## config.mk

```make
export PLATFORM = sky130hd
export DESIGN_NAME = anton_neopixel_stream_sequencer
export DESIGN_NICKNAME = d
export VERILOG_FILES = /design/src/rtl/anton_neopixel_stream_sequencer.sv
export SDC_FILE = /design/constraint.sdc
export NUM_CORES = 1
export LEC_CHECK = 0
export BUFFER_PORTS_ARGS = -buffer_cell sky130_fd_sc_hd__buf_2
export CORE_ASPECT_RATIO = 1.25
export CORE_MARGIN = 5
export CORE_UTILIZATION = 35
export DETAILED_ROUTE_END_ITERATION = 16
export GPL_TIMING_DRIVEN = 0
export PLACE_DENSITY_LB_ADDON = 0.12
export SYNTH_ARGS = -nofsm -noshare
export SYNTH_HDL_FRONTEND = slang
export SYNTH_SLANG_ARGS = --single-unit
```

## constraint.sdc

```tcl
create_clock -name clk7mhz -period 2.05 [get_ports clk7mhz]
set_clock_uncertainty 0.05 [all_clocks]
set_input_delay 0.41 -clock clk7mhz [delete_from_list [all_inputs] [get_ports clk7mhz]]
set_output_delay 0.41 -clock clk7mhz [all_outputs]
set_load 0.01 [all_outputs]
```

## src/rtl/anton_neopixel_stream_sequencer.sv

```systemverilog
// Frame-level TRANSMIT/RESET sequencer for the NeoPixel stream datapath.
// Define ANTON_NEOPIXEL_FRAME_COUNTER_EN to add a 16-bit frame_count output.
`ifndef CLOG2
`define CLOG2(x) $clog2(x)
`endif
`ifndef BUFFER_END_DEFAULT
`define BUFFER_END_DEFAULT 255
`endif
`ifndef ENUM_STATE_TRANSMIT
`define ENUM_STATE_TRANSMIT 1'b0
`endif
`ifndef ENUM_STATE_RESET
`define ENUM_STATE_RESET 1'b1
`endif

module anton_neopixel_stream_sequencer #(
  parameter int BUFFER_END   = `BUFFER_END_DEFAULT,
  parameter int BUFFER_BITS  = `CLOG2(BUFFER_END + 1),
  parameter int RESET_CYCLES = 400
) (
  input  logic                   clk7mhz,
  input  logic                   rst,
  input  logic                   reg_ctrl_init,
  input  logic                   reg_ctrl_run,
  input  logic                   reg_ctrl_loop,
  input  logic                   reg_ctrl_32bit,
  input  logic                   stream_bit_of,
  input  logic                   stream_pixel_of,
  output logic                   state,
  output logic [BUFFER_BITS-1:0] pixel_index,
  output logic                   busy,
  output logic                   frame_done,
`ifdef ANTON_NEOPIXEL_FRAME_COUNTER_EN
  output logic [15:0]            frame_count,
`endif
  output logic                   run_clear
);

  localparam int RESET_BITS = `CLOG2(RESET_CYCLES);
  localparam logic [RESET_BITS-1:0]  LAST_COUNT = RESET_BITS'(RESET_CYCLES - 1);
  localparam logic [BUFFER_BITS-1:0] STEP_8     = BUFFER_BITS'(1);
  localparam logic [BUFFER_BITS-1:0] STEP_32    = BUFFER_BITS'(4);
  localparam logic [BUFFER_BITS-1:0] WORD_MASK  = BUFFER_BITS'(3);

  typedef enum logic [1:0] {
    ST_IDLE,
    ST_TRANSMIT,
    ST_RESET
  } fsm_t;

  fsm_t                   fsm;
  logic [RESET_BITS-1:0]  reset_count;
  logic [BUFFER_BITS-1:0] next_index;

  // 32-bit buffers are word aligned, so a step also snaps the low bits to zero.
  always_comb begin
    next_index = pixel_index + (reg_ctrl_32bit ? STEP_32 : STEP_8);
    if (reg_ctrl_32bit) next_index = next_index & ~WORD_MASK;
  end

  always_ff @(posedge clk7mhz or posedge rst) begin
    if (rst) begin
      fsm         <= ST_IDLE;
      pixel_index <= '0;
      reset_count <= '0;
      frame_done  <= 1'b0;
      run_clear   <= 1'b0;
      state       <= `ENUM_STATE_RESET;
      busy        <= 1'b0;
    end else if (reg_ctrl_init) begin
      fsm         <= ST_IDLE;
      pixel_index <= '0;
      reset_count <= '0;
      frame_done  <= 1'b0;
      run_clear   <= 1'b0;
      state       <= `ENUM_STATE_RESET;
      busy        <= 1'b0;
    end else begin
      frame_done <= 1'b0;
      run_clear  <= 1'b0;
      if (reg_ctrl_run) begin
        case (fsm)
          // run stays high one edge after run_clear; holding here stops a stray frame.
          ST_IDLE: begin
            if (!run_clear) begin
              fsm         <= ST_TRANSMIT;
              pixel_index <= '0;
              state       <= `ENUM_STATE_TRANSMIT;
              busy        <= 1'b1;
            end
          end
          ST_TRANSMIT: begin
            if (stream_bit_of) begin
              if (stream_pixel_of) begin
                fsm         <= ST_RESET;
                pixel_index <= '0;
                reset_count <= '0;
                state       <= `ENUM_STATE_RESET;
              end else begin
                pixel_index <= next_index;
              end
            end
          end
          ST_RESET: begin
            if (reset_count == LAST_COUNT) begin
              reset_count <= '0;
              frame_done  <= 1'b1;
              if (reg_ctrl_loop) begin
                fsm         <= ST_TRANSMIT;
                pixel_index <= '0;
                state       <= `ENUM_STATE_TRANSMIT;
              end else begin
                fsm       <= ST_IDLE;
                busy      <= 1'b0;
                run_clear <= 1'b1;
              end
            end else begin
              reset_count <= reset_count + 1'b1;
            end
          end
          default: begin
            fsm         <= ST_IDLE;
            pixel_index <= '0;
            reset_count <= '0;
            state       <= `ENUM_STATE_RESET;
            busy        <= 1'b0;
          end
        endcase
      end
    end
  end

`ifdef ANTON_NEOPIXEL_FRAME_COUNTER_EN
  logic gap_done;
  assign gap_done = reg_ctrl_run && (fsm == ST_RESET) && (reset_count == LAST_COUNT);

  always_ff @(posedge clk7mhz or posedge rst) begin
    if (rst)                frame_count <= '0;
    else if (reg_ctrl_init) frame_count <= '0;
    else if (gap_done)      frame_count <= frame_count + 16'd1;
  end
`endif

endmodule

```

==> run metrics, run 1 <==
first-pass GRT wire length=5.33 mm; Hold Path Class=in -> async; pin count of the biggest net entering global routing=24; Resize count post-CTS=0; cts hold-fix bufs=0; routability congestion estimate=0.776; r2r setup slk=170 ps; worst skew pair latency=260 ps; max-cap violation count=0; die area=5520 um2; Leakage=0.773 nW; Min Hold Slack=roughly 290 ps; initial drt markers=10; DRC viols=0; drt pass-1 iters=2; synthesis-stage register bit count=23; post-CTS setup buffers=0; Ys Warns=0; Worst Path Arrival=1980 ps; Initial Util=about 36%; Slew @ Worst Pin=927 ps; Rel. slew slack=38.1%; final setup fails=0; ys async rst share=100%; row count=26; pre-CTS WS=75.5 ps; post-layout util=between 40% and 50%; worst setup margin=165 ps; vias in the first global route=1,140; Total GRT Usage=12.4%; n_diodes=0; Tcrit/Tclk final=91.9%; Worst VDD drop=between 0.2 and 0.25 mV; Critical Path RT=2150 ps; fmax=531 MHz; RSZ-0062 raised after global routing=no; top cells by area in the synthesized netlist=dfrtp_1, nand2_1, nor2_1; port bufs=19; antenna violations before repair=0; number of synthesized flops with an enable pin=0; Vias=~1,100; startpoint types=flop; min Tclk post-route=1880 ps; cell with the most instances after synthesis=dfrtp_1; Worst-path clk slew=~80 ps; PD cells=between 600 and 700 nW/um2; Area growth, synth to finish=14.6%; CTS Buffer Depth=2; register area share after synthesis=about 40%; mean number of vias per cell=between 5 and 6; Non-Filler Instances=215; Total Nets Final=171; Synth top area share=38.1%; Commonest cells post-synth=dfrtp_1, nand2_1, nor2_1, inv_1; io pins=20; post-route ant nets=0; Clock Sinks=23; DP Cell Count=about 210; Die Y=about 82 um; Detailed Route WL=slightly above 3 mm; area leader, netlist=dfrtp_1; Final Hold Vio Count=0; outcome=completed; grt total ovfl=0; Core Area=4030 um2; R2R depth=5; Synthesized Nets=between 100 and 150; Setup TNS=0 ps; share of post-route cells with drive strength above 1=26.4%; Die X=67.5 um; Setup crit end kind=flop; routed wire length per instance=14.3 um; Synth cell types=53; synthesized area per cell=10.6 um2; hpwl dp=2.37 mm; CTS tree=yes; Max Slew Vio Count=0; RR Endpoint=pixel_index[1]$_DFFE_PP0P_; Mapped Cells=136; Main synth FF type=dfrtp_1; CTS root buffer=clkbuf_8; Clock H-tree levels=1; reg2reg start=reset_count[0]$_DFFE_PP0P_; Mapped Area=1440 um2; TritonCTS Buffers=3; critical path class=reg -> reg; Crit Path Max Fanout=5
worst max-delay path: stages (launching register included):
cell and delay (ps):
dfrtp_1 420, ha_1 240, and4_1 270, nand3_1 200
a2bb2oi_4 250, mux2_1 340
registers in the layout, indices dropped and copies added (netlist names):
register     flops
busy             1
frame_done       1
fsm              2
pixel_index      8
reset_count      9
run_clear        1
state            1
per-layer routing:
metal  wire length, um  GRT usage [%]
met1              1330           15.0
met2              1650           22.3
met3                65           2.05
met4                20           3.65
met5                 0              0
worst max-delay path by stage:
stage | startpoint | end | cells past startpoint
floorplan | fsm[0]$_DFFE_PP0P_ | pixel_index[1]$_DFFE_PP0P_ | 5
global placement | reg_ctrl_32bit | pixel_index[7]$_DFFE_PP0P_ | 6
detailed placement | reg_ctrl_32bit | pixel_index[7]$_DFFE_PP0P_ | 6
CTS | reset_count[0]$_DFFE_PP0P_ | pixel_index[4]$_DFFE_PP0P_ | 5
global route | reset_count[0]$_DFFE_PP0P_ | pixel_index[4]$_DFFE_PP0P_ | 5
finish | reset_count[0]$_DFFE_PP0P_ | pixel_index[1]$_DFFE_PP0P_ | 5
cells by family (layout without fill, tap and decap cells):
logic type / after synthesis / in the layout / synth area share, %
XOR/XNOR: 6 / 6 / 3.64
adder cells (fa/ha/maj): 3 / 3 / 2.60
AO/OA/AOI/OAI: 36 / 36 / 23.7
flip-flops: 23 / 23 / 39.9
multiplexers: 4 / 4 / 2.95
buffers and inverters: 9 / 32 / 3.21
AND/OR/NAND/NOR: 55 / 55 / 24.0
metrics by stage:
| step | power (mW) | cell area (um2) |
|---|---|---|
| final | 1.03 | 1660 |
| after global routing | 1.09 | 1660 |
| after CTS | 1.04 | 1660 |
| after detailed placement | 0.754 | 1610 |
| after global placement | 0.751 | 1610 |
| after floorplan | 0.684 | 1440 |
cells in the final DEF (no fill, tap or decap), types with 4 or more instances in the layout:
master | synthesis | layout
dfrtp_1 | 22 | 22
xnor2_1 | 5 | 5
a211oi_1 | 4 | 4
nor2_1 | 13 | 13
inv_1 | 6 | 6
nand2_1 | 13 | 13
buf_2 | 1 | 20
a21o_1 | 4 | 4
nand3_1 | 5 | 5
power by group:
group,switching [mW],total [mW],internal [mW]
combinational,0.145,0.243,0.0981
sequential,0.0175,0.499,0.482
clock,0.147,0.283,0.136
total,0.310,1.03,0.715
layout make-up:
cell class | instances | area, um2
sequential | 23 | 577
clock inverter | 1 | 5.00
tap | 56 | 70.1
clock buffer | 3 | 41.3
inverter | 6 | 22.5
multi-input combinational | 104 | 821
buffer | 3 | 23.8
fill | 426 | 2380
timing repair buffer | 19 | 95.1
Power figures use the tool's default switching activity.
==> inputs of run 2 (changes only) <==
--- a/config.mk
+++ b/config.mk
@@ -8,7 +8,7 @@
 export BUFFER_PORTS_ARGS = -buffer_cell sky130_fd_sc_hd__buf_2
 export CORE_ASPECT_RATIO = 1.25
 export CORE_MARGIN = 5
-export CORE_UTILIZATION = 35
+export CORE_UTILIZATION = 40
 export DETAILED_ROUTE_END_ITERATION = 16
 export GPL_TIMING_DRIVEN = 0
 export PLACE_DENSITY_LB_ADDON = 0.12
==> run 2 against run 1 <==
  * Setup slack got worse by 2.8 ps
  * Critical path depth is the same
  * Die area is 11% lower
  * Register-to-register slack is essentially flat
  * Count of clock-buffer cells in the layout is 1 higher
  * Final cell count is 7.9% lower
  * Global-route usage rose by 0.67 points
  * Wire length shrank 3.3%
  * Non-clock buffer count unchanged
  * Clock power shrank 1%
  * Power shrank 0.80%
  * Largest power group unchanged
  * Highest routed layer unchanged
==> run metrics, run 2 (same netlist as run 1, synthesis figures left out) <==
max reg flops=9 (unchanged); Area growth, synth to finish=13.1%; CTS Buffer Depth=2 (unchanged); power consumption=1.02 mW (-0.80%); Total GRT Usage=13.1% (+0.67 points); dpl cell area=1590 um2 (-1.3%); vias in the first global route=1,138 (-0.18%); post-route ant nets=0 (unchanged); Largest regs=reset_count (9), pixel_index (8), fsm (2); initial drt markers=28 (+18); Flop pwr share=49.0% (+0.3 points); Top Usage Layer GRT=met2; Resize count post-CTS=0 (unchanged); Worst VDD drop=0.355 mV (+58%); PD cells=623 nW/um2 (+0.57%); Max Slew Vio Count=0 (unchanged); Non-Filler Instances=198 (-7.9%); Die X=63.7 um (-5.5%); FILL cells=345 (-19%); hpwl dp=2.29 mm (-3.7%); Tcrit/Tclk final=92.1% (+0.14 points); commonest cells after routing, fill and taps aside=dfrtp_1, buf_2, nor2_1, nand2_1, inv_1; Detailed Route WL=2.97 mm (-3.3%); commonest non-fill, non-tap cell in the layout=dfrtp_1; GR met2 Demand/Resource=22.0% (-0.37 points); combinational share of power=23.6% (about the same); met1 Usage GRT=16.9% (+1.9 points); RSZ-0062 raised after global routing=no; mean number of vias per cell=5.67 (+8.6%); multi-input logic area=821 um2 (unchanged); pin count of the biggest net entering global routing=24 (unchanged); TritonCTS Buffers=3 (unchanged); Worst Path Arrival=1980 ps (about the same); Crit Path Max Fanout=5 (unchanged); Finished Cell Area=1630 um2 (-1.4%); cts hold-fix bufs=0 (unchanged); CTS tree=yes; M3 GR Usage=2.49% (+0.43 points); io pins=20 (unchanged); Total Nets Final=171 (unchanged); Setup crit end kind=flop; n_diodes=0 (unchanged); routability congestion estimate=0.813 (+4.8%); final setup fails=0 (unchanged); drt pass-1 iters=4 (+2); port bufs=19 (unchanged); Core Area=3480 um2 (-14%); Clock H-tree levels=1 (unchanged); NetSw=299 uW (-3.5%); min Tclk post-route=1890 ps (+2.82 ps); share of post-route cells with drive strength above 1=25.8% (-0.63 points); Die Y=77.2 um (-5.7%); routed wire length per instance=15.0 um (+5.0%); Leakage=0.771 nW (-0.35%); Initial Util=41.5% (+5.7 points); Setup TNS=0 ps (unchanged); Vias=1,122 (unchanged); outcome=completed; clock share of power=27.4% (-0.2 points); Rel. slew slack=39.4% (+1.3 points); first-pass GRT wire length=5.36 mm (+0.53%); post-CTS setup buffers=0 (unchanged); startpoint types=flop; Reg area=577 um2 (unchanged); Sw Ratio=29.4% (-0.83 points); fmax=530 MHz (-0.15%); grt total ovfl=0 (unchanged); Int Pwr=718 uW (+0.38%); largest register by flop count=reset_count; Hold Path Class=in -> async; die area=4920 um2 (-11%); row count=24 (-7.7%); Final Hold Vio Count=0 (unchanged); DRC viols=0 (unchanged); DP Cell Count=194 (-8.1%); Critical Path RT=2140 ps (about the same); Worst-path clk slew=80 ps (about the same); Slew @ Worst Pin=907 ps (-19.6 ps); critical path class=reg -> reg; max-cap violation count=0 (unchanged); CTS root buffer=clkbuf_8; Clock Sinks=23 (unchanged); antenna violations before repair=0 (unchanged); worst skew pair latency=260 ps (about the same)
run 2: routing by layer:
metal | wire [um] | part of all wire, %
met1 | 1360 | 46
met2 | 1510 | 51
met3 | 79 | 2.7
met4 | 15 | 0.51
met5 | 0 | 0
run 2: power groups by stage:
stage | combinational, mW | sequential, mW | clock [mW]
global placement | 0.242 | 0.507 | 0
CTS | 0.242 | 0.499 | 0.295
detailed placement | 0.242 | 0.507 | 0
global route | 0.268 | 0.503 | 0.312
finish | 0.240 | 0.498 | 0.279
floorplan | 0.170 | 0.513 | 0
run 2: cell type report:
cell class | instances | area share, %
buffer | 3 | 1.46
clock buffer | 4 | 2.76
inverter | 6 | 1.38
multi-input combinational | 104 | 50.3
sequential | 23 | 35.3
tap | 39 | 2.99
timing repair buffer | 19 | 5.82
run 2: final timing paths:
| check | start | endpoint | slack, ps | cells after the start |
|---|---|---|---|---|
| min in group clk7mhz | reg_ctrl_loop | run_clear$_DFF_PP0_ | 410 | 3 |
| worst min-delay path | rst | reset_count[4]$_DFFE_PP0P_ | 290 | 2 |
| worst max register to register | reset_count[0]$_DFFE_PP0P_ | pixel_index[1]$_DFFE_PP0P_ | 160 | 5 |
| worst min register to register | state$_DFFE_PP1P_ | state$_DFFE_PP1P_ | 430 | 1 |
| max in group asynchronous | rst | pixel_index[3]$_DFFE_PP0P_ | 1110 | 2 |
| worst max-delay path | reset_count[0]$_DFFE_PP0P_ | pixel_index[1]$_DFFE_PP0P_ | 160 | 5 |
run 2: through the flow:
step | setup WS, ps | hold WS (ps) | utilization, %
after floorplan | 345 | 361 | -
after global placement | 134 | 424 | 45.6
after detailed placement | 91.3 | 423 | 45.6
after CTS | 148 | 328 | 46.9
after global routing | 46.8 | 393 | 46.9
final | 162 | 286 | 46.9
run 2: critical path: stages, from the launching register on:
cell       delay (ps)
dfrtp_1           420
ha_1              240
and4_1            270
nand3_1           200
a2bb2oi_4         250
mux2_1            340
